$ cat config.mk
export PLATFORM = sky130hd
export DESIGN_NAME = scmp_op_dispatch
export DESIGN_NICKNAME = d
export VERILOG_FILES = /design/src/rtl/scmp_op_dispatch_pkg.sv /design/src/rtl/scmp_op_dispatch_decode.sv /design/src/rtl/scmp_op_dispatch.sv
export SDC_FILE = /design/constraint.sdc
export NUM_CORES = 1
export LEC_CHECK = 0
export BUFFER_PORTS_ARGS = -buffer_cell sky130_fd_sc_hd__buf_2
export CAP_MARGIN = 5
export CORE_ASPECT_RATIO = 0.9
export CORE_UTILIZATION = 53
export CTS_CLUSTER_DIAMETER = 100
export DETAILED_ROUTE_END_ITERATION = 8
export GPL_TIMING_DRIVEN = 0
export PLACE_DENSITY_LB_ADDON = 0.2
export SLEW_MARGIN = 40
export SYNTH_ARGS = -nofsm -noshare
export SYNTH_HDL_FRONTEND = slang
export SYNTH_SLANG_ARGS = --single-unit
$ cat constraint.sdc
create_clock -name clk -period 2.1 [get_ports clk]
set_input_delay 0.105 -clock clk [delete_from_list [all_inputs] [get_ports clk]]
set_output_delay 0.105 -clock clk [all_outputs]
set_load 0.05 [all_outputs]
$ cat src/rtl/scmp_op_dispatch_pkg.sv
// Microcode entry labels and dispatch-queue entry type for the SC/MP sequencer.
// SCMP_ILLEGAL_TRAP_EN adds UCLBL_ILL as the decode target for unmatched opcodes.
package scmp_microcode_pak;

    localparam int unsigned OP_W = 8;

    typedef enum logic [3:0] {
        UCLBL_FETCH = 4'd0,
        UCLBL_DLY   = 4'd1,
        UCLBL_XAE   = 4'd2,
        UCLBL_ST    = 4'd3,
        UCLBL_DAD   = 4'd4,
        UCLBL_LD    = 4'd5,
        UCLBL_DAE   = 4'd6,
        UCLBL_LDE   = 4'd7,
        UCLBL_ILD   = 4'd8,
        UCLBL_DLD   = 4'd9,
        UCLBL_JMP   = 4'd10,
        UCLBL_XPAL  = 4'd11,
        UCLBL_XPAH  = 4'd12,
        UCLBL_CL    = 4'd13
`ifdef SCMP_ILLEGAL_TRAP_EN
        , UCLBL_ILL = 4'd14
`endif
    } NEXTPC_t;

    // Label given to opcodes that match no decode rule
`ifdef SCMP_ILLEGAL_TRAP_EN
    localparam NEXTPC_t UCLBL_UNMATCHED = UCLBL_ILL;
`else
    localparam NEXTPC_t UCLBL_UNMATCHED = UCLBL_FETCH;
`endif

    typedef struct packed {
        logic [OP_W-1:0] op;
        NEXTPC_t         pc;
        logic            two_byte;
    } disp_entry_t;

endpackage

$ cat src/rtl/scmp_op_dispatch_decode.sv
// Combinational opcode decoder: first matching rule wins.
// SCMP_ILLEGAL_TRAP_EN selects the label for unmatched opcodes (via the package).
module scmp_op_decode
    import scmp_microcode_pak::*;
(
    input  logic [OP_W-1:0] i_op,
    output NEXTPC_t         o_pc_c,
    output logic            o_two_byte_c
);

    always_comb begin
        o_pc_c       = UCLBL_UNMATCHED;
        o_two_byte_c = i_op[7];
        if (i_op == 8'h8F)
            o_pc_c = UCLBL_DLY;
        else if (i_op == 8'h01)
            o_pc_c = UCLBL_XAE;
        else if (i_op[7:3] == 5'b11001 && i_op[2:0] != 3'b100)
            o_pc_c = UCLBL_ST;
        else if (i_op[7:3] == 5'b11101)
            o_pc_c = UCLBL_DAD;
        else if (i_op[7:6] == 2'b11)
            o_pc_c = UCLBL_LD;
        else if (i_op == 8'h68)
            o_pc_c = UCLBL_DAE;
        else if (i_op[7:6] == 2'b01 && i_op[2:0] == 3'b000)
            o_pc_c = UCLBL_LDE;
        else if (i_op[7:2] == 6'b101010)
            o_pc_c = UCLBL_ILD;
        else if (i_op[7:2] == 6'b101110)
            o_pc_c = UCLBL_DLD;
        else if (i_op[7:4] == 4'b1001)
            o_pc_c = UCLBL_JMP;
        else if (i_op[7:2] == 6'b001100)
            o_pc_c = UCLBL_XPAL;
        else if (i_op[7:2] == 6'b001101)
            o_pc_c = UCLBL_XPAH;
        else if (i_op[7:1] == 7'b0000001)
            o_pc_c = UCLBL_CL;
    end

endmodule

$ cat src/rtl/scmp_op_dispatch.sv
// Decoded-opcode dispatch FIFO between SC/MP fetch and the microcode sequencer.
// Decode target for unmatched opcodes depends on SCMP_ILLEGAL_TRAP_EN (see package).
module scmp_op_dispatch
    import scmp_microcode_pak::*;
#(
    parameter int unsigned DEPTH = 2,
    parameter int unsigned CNT_W = $clog2(DEPTH + 1)
) (
    input  logic             clk,
    input  logic             rst_n,
    input  logic             flush,
    input  logic [OP_W-1:0]  op_in,
    input  logic             op_valid,
    output logic             op_ready,
    output logic             disp_valid,
    input  logic             disp_ready,
    output logic [OP_W-1:0]  disp_op,
    output NEXTPC_t          disp_pc,
    output logic             disp_two_byte,
    output logic [CNT_W-1:0] count
);

    localparam int unsigned PTR_W = (DEPTH > 1) ? $clog2(DEPTH) : 1;

    disp_entry_t       r_mem [DEPTH];
    logic [PTR_W-1:0]  r_wr_ptr;
    logic [PTR_W-1:0]  r_rd_ptr;
    logic [CNT_W-1:0]  r_count;

    NEXTPC_t           w_dec_pc;
    logic              w_dec_two_byte;
    logic              w_push;
    logic              w_pop;
    disp_entry_t       w_head;

    scmp_op_decode u_decode (
        .i_op         (op_in),
        .o_pc_c       (w_dec_pc),
        .o_two_byte_c (w_dec_two_byte)
    );

    // Handshake flags derive from registered occupancy only
    assign op_ready   = rst_n && (r_count < CNT_W'(DEPTH));
    assign disp_valid = (r_count != '0);
    assign w_push     = op_valid && op_ready && !flush;
    assign w_pop      = disp_valid && disp_ready && !flush;
    assign count      = r_count;

    always_ff @(posedge clk) begin
        if (w_push) begin
            r_mem[r_wr_ptr] <= '{op: op_in, pc: w_dec_pc, two_byte: w_dec_two_byte};
        end
    end

    // Explicit wrap so non-power-of-two depths cycle through 0..DEPTH-1
    always_ff @(posedge clk) begin
        if (!rst_n || flush) begin
            r_wr_ptr <= '0;
            r_rd_ptr <= '0;
            r_count  <= '0;
        end else begin
            if (w_push) begin
                r_wr_ptr <= (r_wr_ptr == PTR_W'(DEPTH - 1)) ? '0 : r_wr_ptr + PTR_W'(1);
            end
            if (w_pop) begin
                r_rd_ptr <= (r_rd_ptr == PTR_W'(DEPTH - 1)) ? '0 : r_rd_ptr + PTR_W'(1);
            end
            case ({w_push, w_pop})
                2'b10:   r_count <= r_count + CNT_W'(1);
                2'b01:   r_count <= r_count - CNT_W'(1);
                default: r_count <= r_count;
            endcase
        end
    end

    // Mask stale storage so an empty queue presents reset values
    always_comb begin
        w_head = '{op: '0, pc: UCLBL_FETCH, two_byte: 1'b0};
        if (disp_valid) begin
            w_head = r_mem[r_rd_ptr];
        end
    end

    assign disp_op       = w_head.op;
    assign disp_pc       = w_head.pc;
    assign disp_two_byte = w_head.two_byte;

endmodule
# --- Word level (Yosys, flattened, before mapping) ---
# Memories as Yosys holds them, arrays and structs flattened. A register that Yosys moved wholly into a read port is not among the register bits.
# Index checks and enable logic that the tools add are counted.
totals:
  word_cells: 59
  ramBits: 26
  out_inout_bits: 17
  regBits: 4
  input_bits: 13
  latch_bits: 0
  mem_count: 1
  rom_bits: 0
memory_table:
  columns: ["name", "words", "width", "rd", "rd_ports_with_merged_regs", "write_ports", "line_no", "rtl"]
  rows:
  - ["r_mem", 2, 13, 1, 1, 1, "scmp_op_dispatch.sv:25", "disp_entry_t r_mem [DEPTH];"]
op_classes:
  n_addsub: 4
  mul: 0
  n_lt_le_gt_ge: 1
  bitwise: 0
  eq_ne: 16
  n_mux: 21
  n_reduce_logical: 13
  n_shift: 0
  n_div: 0
op_table:
  columns: ["op", "count"]
  rows:
  - ["4-bit 2-to-1 mux", 13]
  - ["13-bit 2-to-1 mux", 1]
  - ["6-bit by 4-bit == test with 1-bit output, second input constant", 2]
  - ["6-bit == test, second input constant", 2]
  - ["5-bit == test, second input constant", 2]
  - ["8-bit by 1-bit == test with 1-bit output, second input constant", 1]
  - ["8-bit by 7-bit == test with 1-bit output, second input constant", 1]
  - ["8-bit == test, second input constant", 1]
  - ["7-bit by 1-bit == test with 1-bit output, second input constant", 1]
  - ["1-bit logical AND", 7]
  - ["1-bit 2-to-1 mux", 6]
  - ["2-bit by 1-bit == test with 1-bit output, second input constant", 2]
  - ["2-bit == test, second input constant", 2]
  - ["4-bit == test, second input constant", 1]
  - ["2-bit case mux with 2 select lines", 1]
  - ["2-bit nonzero test", 2]
  - ["3-bit zero test", 1]
  - ["3-bit != test, second input constant", 1]
  - ["1-bit adder, second input constant", 2]
  - ["2-bit by 1-bit adder with 2-bit output, second input constant", 1]
  - ["1-bit zero test", 2]
  - ["2-bit < comparator, second input constant", 1]
  - ["2-bit by 1-bit subtractor with 2-bit output, second input constant", 1]
  - ["1-bit logical OR", 1]

# --- Depth between registers and ports, before layout ---
# Gate-level depths: netlist (run 1).
depth:
  word_depth: 14
  ltp_mapped: 6
  ltp_nobuf: 6

# --- Cells and area by module ---
# A second synthesis (run 1) with hierarchy kept.
hier_totals:
  cells_unflattened: 115
  area_unflattened_um2: 1418.9
modules_own_cells:
  columns: ["module", "area_per_inst_um2", "cells_per_inst", "n_inst"]
  rows:
  - ["scmp_op_dispatch", 1211.2, 83, 1]
  - ["scmp_op_decode", 207.7, 32, 1]

# --- Worst setup path before layout (run 1) ---
# OpenSTA, ideal clock, no wires.
synth_timing:
  path_kind: "register to output"
  from: "register r_count[0], in the netlist count[0]"
  to: "output disp_op[7]"
  path_slack_ns: 0.084
  n_path_buf: 1
  stages_incl_launch_ff: 4
  arrival_ns: 1.911
  cell_sequence: "dfxtp_1 nor2_1 nor2_1 buf_4"
synth_via:
  elab_chain_cells: 2
synth_lines:
  columns: ["element", "line_no", "rtl"]
  rows:
  - ["start, declared", "scmp_op_dispatch.sv:28", "logic [CNT_W-1:0] r_count;"]
  - ["start signal, assigned", "scmp_op_dispatch.sv:69", "2'b10: r_count <= r_count + CNT_W'(1);"]
  - ["start signal, assigned", "scmp_op_dispatch.sv:70", "2'b01: r_count <= r_count - CNT_W'(1);"]
  - ["start signal, assigned", "scmp_op_dispatch.sv:71", "default: r_count <= r_count;"]
  - ["2-bit nonzero test", "scmp_op_dispatch.sv:44", "assign disp_valid = (r_count != '0);"]
  - ["13-bit 2-to-1 mux", "scmp_op_dispatch.sv:79", "if (disp_valid) begin"]
  - ["end, declared", "scmp_op_dispatch.sv:17", "output logic [OP_W-1:0] disp_op,"]
# No other way between the ends.

# --- Worst setup path after layout (run 1) ---
layout_timing:
  from: "register r_count[0], in the netlist count[0]"
  to: "output disp_op[2]"
# The elaborated chain is that of the path after synthesis.

==> flow_summary.ini, run 1 <==
[floorplan]
ios = 30
initial_core_util = 0.567
die_h_um = 50.7
die_area_sq_mm = 0.00285
rows = 17
die_x_um = 56.2
coreArea_sq_mm = 0.00247

[routing]
drt_iter0_markers = 35
drcViolationCount = 0
first_pass_iters = 4
antenna_left = 0
dr_total_vias = 1005
vias_per_cell = 5.46
routedWlPerCell_um = 14.1
wl_um = 2590

[synthesis]
synth_ff_type = edfxtp_1
yosysWarnings = 0
synth.distinct_cells = 37
synth_top_family_by_area = simple AND/OR/NAND/NOR gates
synth_xor_area_frac = 0.0250
synth-simple-area-share = 0.171
synth_top_area_frac = 0.515
syn-num-nets = 130
syn_area_sq_mm = 0.00140
yosys.area.top_type = edfxtp_1
ys_ff_latch = 29
synth-edff-count = 24
synthAdderAreaFrac = 0.00894
synthMuxAreaShare = 0.0939
ys_seq_area_frac = 0.587
yosys-top-cells-area = edfxtp_1, mux2i_1, dfxtp_1
synth_compound_area_frac = 0.0742
syn_area_per_cell_sq_um = 12.1
netlist_instances = 116
synth-async-reset-ratio = 0

[grt]
grt_pass1_vias = 948
antenna_found_initial = 0
grt_overflow = 0
track_usage = 0.206
grt_max_degree = 13
grt_pass1_wl_um = 4170

[sta]
setup_tns_ns = 0
period_share = 0.856
hold_ws_ns = 0.0107
max_freq_ghz = 0.557
rsz0062_at_grt = false
setup_slack_ns = 0.303
tightest_slew_ns = 0.666
skew_ns = 0.00997
finalHoldViolations = 0
slew_headroom = 0.556
period_minus_slack_ns = 1.80
setup_viol = 0
drv_slew = 0

[placed_design]
place.gp.congestion = 0.843
pre_cts_slack_ns = 0.458
port-buffer-count = 29
dp_hpwl_um = 1800

[worst_setup_path]
reg2reg_depth = 5
path_max_fanout = 10
crit_type = reg -> out
r2r-end = count[1]$_SDFFE_PP0P_
cp_data_arrival_time_ns = 1.69
cp-end-kind = output pin
crit_end = disp_op[2]
rrSetupSlack_ns = 0.44
worst_ep_required_time_ns = 2.00
crit_start = count[0]$_SDFFE_PP0P_
cp-start-kind = flop
reg2reg_from = count[0]$_SDFFE_PP0P_

[clock_network]
cts_buffer_depth = 2
clock_sinks = 29
cts_buffers = 5
cts_root_buf = clkbuf_4
cts-resized-gates = 0
cts_tree = yes
h-tree-depth = 2
clk_pin_slew_ns = 0.09
clk_latency_ns = 0.32

[run_status]
status = finished, final reports clean

[pwr]
power_density_mw_per_mm2 = 661
leakagePower_nw = 0.635
vdd_drop_max_uv = 536

[flow_run]
drv_cap = 0

[final_layout]
nFillCells = 205
nets = 169
syn_to_final_growth_pct = 19.6
drive_above_1_share = 0.327
n_antenna_cell = 0

[hold_path]
hold_class = in -> reg
-- flip-flops by register name, indices dropped and copies added (netlist names), named ones only --
register / cells
count: 2
r_wr_ptr: 1
r_mem: 24
r_rd_ptr: 1
-- cell type report --
class | count | area (sq um) | share of cell area
Tap cell | 28 | 35.0 | 0.0209
Inverter | 2 | 7.51 | 0.00449
Sequential cell | 29 | 821 | 0.491
Timing Repair Buffer | 32 | 175 | 0.105
Buffer | 7 | 48.8 | 0.0292
Clock buffer | 8 | 58.8 | 0.0352
Multi-Input combinational cell | 78 | 527 | 0.315
-- power breakdown --
group / internal, mW / leakage (nW) / total, mW / switching [mW]
Sequential: 0.634 / 0.260 / 0.639 / 0.00428
Clock: 0.165 / 0.0326 / 0.344 / 0.180
Combinational: 0.0459 / 0.343 / 0.123 / 0.0768
Total: 0.845 / 0.635 / 1.11 / 0.261
-- cell usage in the layout, fill, tap and decap left out, types with 2 or more instances in the layout --
| cell | netlist | layout |
|---|---|---|
| nor2b_1 | 3 | 3 |
| nor2_2 | 0 | 2 |
| dfxtp_1 | 5 | 5 |
| nand3_1 | 3 | 3 |
| inv_1 | 2 | 2 |
| clkbuf_1 | 1 | 3 |
| nand2b_1 | 2 | 2 |
| nand2_1 | 2 | 2 |
| a21oi_1 | 4 | 4 |
| o21ai_0 | 4 | 4 |
| buf_6 | 2 | 2 |
| xnor2_1 | 2 | 2 |
| xor2_1 | 2 | 2 |
| buf_2 | 3 | 32 |
| nor2_1 | 24 | 22 |
| edfxtp_1 | 24 | 24 |
| clkbuf_4 | 0 | 5 |
| mux2i_1 | 12 | 12 |
| dlygate4sd3_1 | 0 | 3 |
-- worst min path at each step --
| stage | start | endpoint | slack (ns) | cells past startpoint |
|---|---|---|---|---|
| 2_1_floorplan | op_in[7] | r_mem[0][0]$_DFFE_PP_ | 0.20 | 0 |
| 3_3_place_gp | op_in[5] | r_mem[1][10]$_DFFE_PP_ | 0.32 | 1 |
| 3_5_place_dp | op_in[5] | r_mem[1][10]$_DFFE_PP_ | 0.32 | 1 |
| 4_1_cts | op_in[7] | r_mem[0][0]$_DFFE_PP_ | 0.003 | 1 |
| 5_1_grt | op_in[4] | r_mem[0][9]$_DFFE_PP_ | 0.002 | 1 |
| 6_report | op_in[4] | r_mem[0][9]$_DFFE_PP_ | 0.01 | 1 |
-- worst max-delay path, stage by stage (launching register included) --
cell and delay (ns):
dfxtp_1 0.37, nor2_1 0.25, clkbuf_1 0.42, nor2_1 0.10, buf_2 0.23
-- Yosys cell counts (2+ instances only) --
master,instances
mux2i_1,12
nand3_1,3
buf_6,2
edfxtp_1,24
nor2_1,24
nand2_1,2
buf_2,3
xor2_1,2
nor2b_1,3
inv_1,2
nand2b_1,2
xnor2_1,2
dfxtp_1,5
o21ai_0,4
a21oi_1,4
-- layer usage --
metal,vias up,GRT usage,wire [um]
met5,-,0,0
met1,463,0.237,1090
li1,495,-,-
met2,39,0.349,1290
met3,8,0.0541,154
met4,0,0.122,54
-- cells by family (layout without fill, tap and decap cells) --
family,Yosys count,in the layout
buffers and inverters,9,49
AO/OA/AOI/OAI,16,16
multiplexers,13,13
adder cells (fa/ha/maj),1,1
XOR/XNOR,4,4
AND/OR/NAND/NOR,44,44
flip-flops,29,29
-- metrics by stage --
stage / cells / total power, mW / util / area (sq um)
after floorplan: 116 / 0.731 / - / 1400
after global placement: 173 / 0.764 / 0.640 / 1580
after detailed placement: 173 / 0.771 / 0.642 / 1580
after CTS: 183 / 1.11 / 0.674 / 1660
after global routing: 184 / 1.15 / 0.678 / 1670
final: 184 / 1.11 / 0.678 / 1670
-- timing repair --
action,CTS,global route
hold buffers,2,1
hold endpoints to repair,4,2
endpoints found under the setup margin,0,0
setup buffers,0,0
Power figures use the tool's default switching activity.
==> inputs of run 2 (changes only) <==
CORE_ASPECT_RATIO = 1.1   (was 0.9)
GPL_ROUTABILITY_DRIVEN = 0   (was not set)
==> run 2 against run 1 <==
Register-to-register slack better by 0.03 ns. Worst setup slack better by 0.012 ns. Sequential share of layout area is 0.40 points lower. Clock power hardly changed. Count of clock-buffer cells in the layout stayed put. Hold slack better by 0.032 ns. Final cell count is 2.2% higher. First-iteration DRC count is 5.7% higher. Largest cell class unchanged. Critical path depth stayed put. Critical endpoint is now disp_op[5].
==> flow_summary.ini, run 2 (same netlist as run 1, synthesis figures left out) <==
[run_status]
status = finished, final reports clean

[hold_path]
hold_class = in -> reg

[worst_setup_path]
max_stage_delay_ns = 0.42
path_max_fanout = 10
cp_data_arrival_time_ns = 1.68
crit_type = reg -> out
cp_common_cell = nor2_1
crit_path_top_delay_cell = clkbuf_1
cp-end-kind = output pin
worst_ep_required_time_ns = 2.00
cp-start-kind = flop
path_cells = nor2_1, clkbuf_1, nor2_1, buf_2

[grt]
grt_max_degree = 13
grt_overflow = 0
track_usage = 0.205
grt_pass1_vias = 947
antenna_found_initial = 0
grt_pass1_wl_um = 4170

[flow_run]
drv_cap = 0

[final_layout]
regMostFlops = r_mem
final_util = 0.676
multiInputGateArea_sq_um = 527
nFillCells = 207
syn_to_final_growth_pct = 20.6
nets = 170
final_common_cell = buf_2
drive_above_1_share = 0.325
seq_area_sq_um = 821
n_antenna_cell = 0
layout_common_cells = buf_2, edfxtp_1, nor2_1
largest_reg_flops = 24

[routing]
drcViolationCount = 0
vias_per_cell = 5.43
dr_total_vias = 1021
first_pass_iters = 7
drt_iter0_markers = 37
antenna_left = 0
wl_um = 2580
routedWlPerCell_um = 13.7

[clock_network]
cts_tree = yes
cts_root_buf = clkbuf_4
clk_latency_ns = 0.32
clock_sinks = 29
cts_buffer_depth = 2
cts_buffers = 5
clk_pin_slew_ns = 0.08
h-tree-depth = 2

[sta]
finalHoldViolations = 0
drv_slew = 0
setup_tns_ns = 0
slew_headroom = 0.563
period_minus_slack_ns = 1.78
setup_viol = 0
tightest_slew_ns = 0.655
setup_slack_ns = 0.316
rsz0062_at_grt = false
period_share = 0.850
skew_ns = 0.00533
max_freq_ghz = 0.560

[floorplan]
coreArea_sq_mm = 0.00250
ios = 30
die_area_sq_mm = 0.00285
rows = 19
die_h_um = 55.9
die_x_um = 51.0
initial_core_util = 0.560

[pwr]
power_density_mw_per_mm2 = 656
total_power_mw = 1.11
vdd_drop_max_uv = 566
leakagePower_nw = 0.639

[placed_design]
dp_hpwl_um = 1730
pre_cts_slack_ns = 0.482
port-buffer-count = 29
run 2: path summary, 6_finish.rpt:
check,cells after the start,slack [ns],from,to
max,4,0.32,count[0]$_SDFFE_PP0P_,disp_op[5]
min,1,0.04,op_in[0],r_mem[0][5]$_DFFE_PP_
max reg2reg,5,0.47,count[1]$_SDFFE_PP0P_,count[1]$_SDFFE_PP0P_
min reg2reg,2,0.53,r_rd_ptr$_SDFFE_PP0P_,r_rd_ptr$_SDFFE_PP0P_
run 2: cell type report:
class                           instances  share of cell area
Sequential cell                        29               0.487
Multi-Input combinational cell         78               0.312
Timing Repair Buffer                   33               0.110
Clock buffer                            8              0.0349
Buffer                                  7              0.0289
Tap cell                               31              0.0230
Inverter                                2             0.00445
run 2: through the flow:
stage               instances  hold WS, ns  instance area, sq um
floorplan                 116        0.204                  1400
global placement          176        0.318                  1580
detailed placement        176        0.317                  1590
CTS                       188       0.0292                  1690
global route              188       0.0314                  1690
finish                    188       0.0427                  1690
run 2: report_power, final:
part	switching (mW)	leakage [nW]	internal, mW
clock	0.179	0.0326	0.165
sequential	0.00407	0.260	0.634
combinational	0.0776	0.347	0.0471
run 2: what timing repair did:
item / CTS / global route
resized for setup: 0 / 0
buffers inserted: 0 / 0
hold endpoints to repair: 8 / 0
hold buffers: 4 / 0
run 2: worst max-delay path, delay by kind of cell, from the launching register on:
kind	cells	cell delay (ns)
flip-flops	1	0.36
buffers and inverters	2	0.65
AND/OR/NAND/NOR	2	0.34
run 2: routing by layer:
layer / GRT usage / wire (um)
met1: 0.239 / 1080
met2: 0.331 / 1330
met3: 0.0820 / 133
met4: 0.0833 / 38
met5: 0 / 0
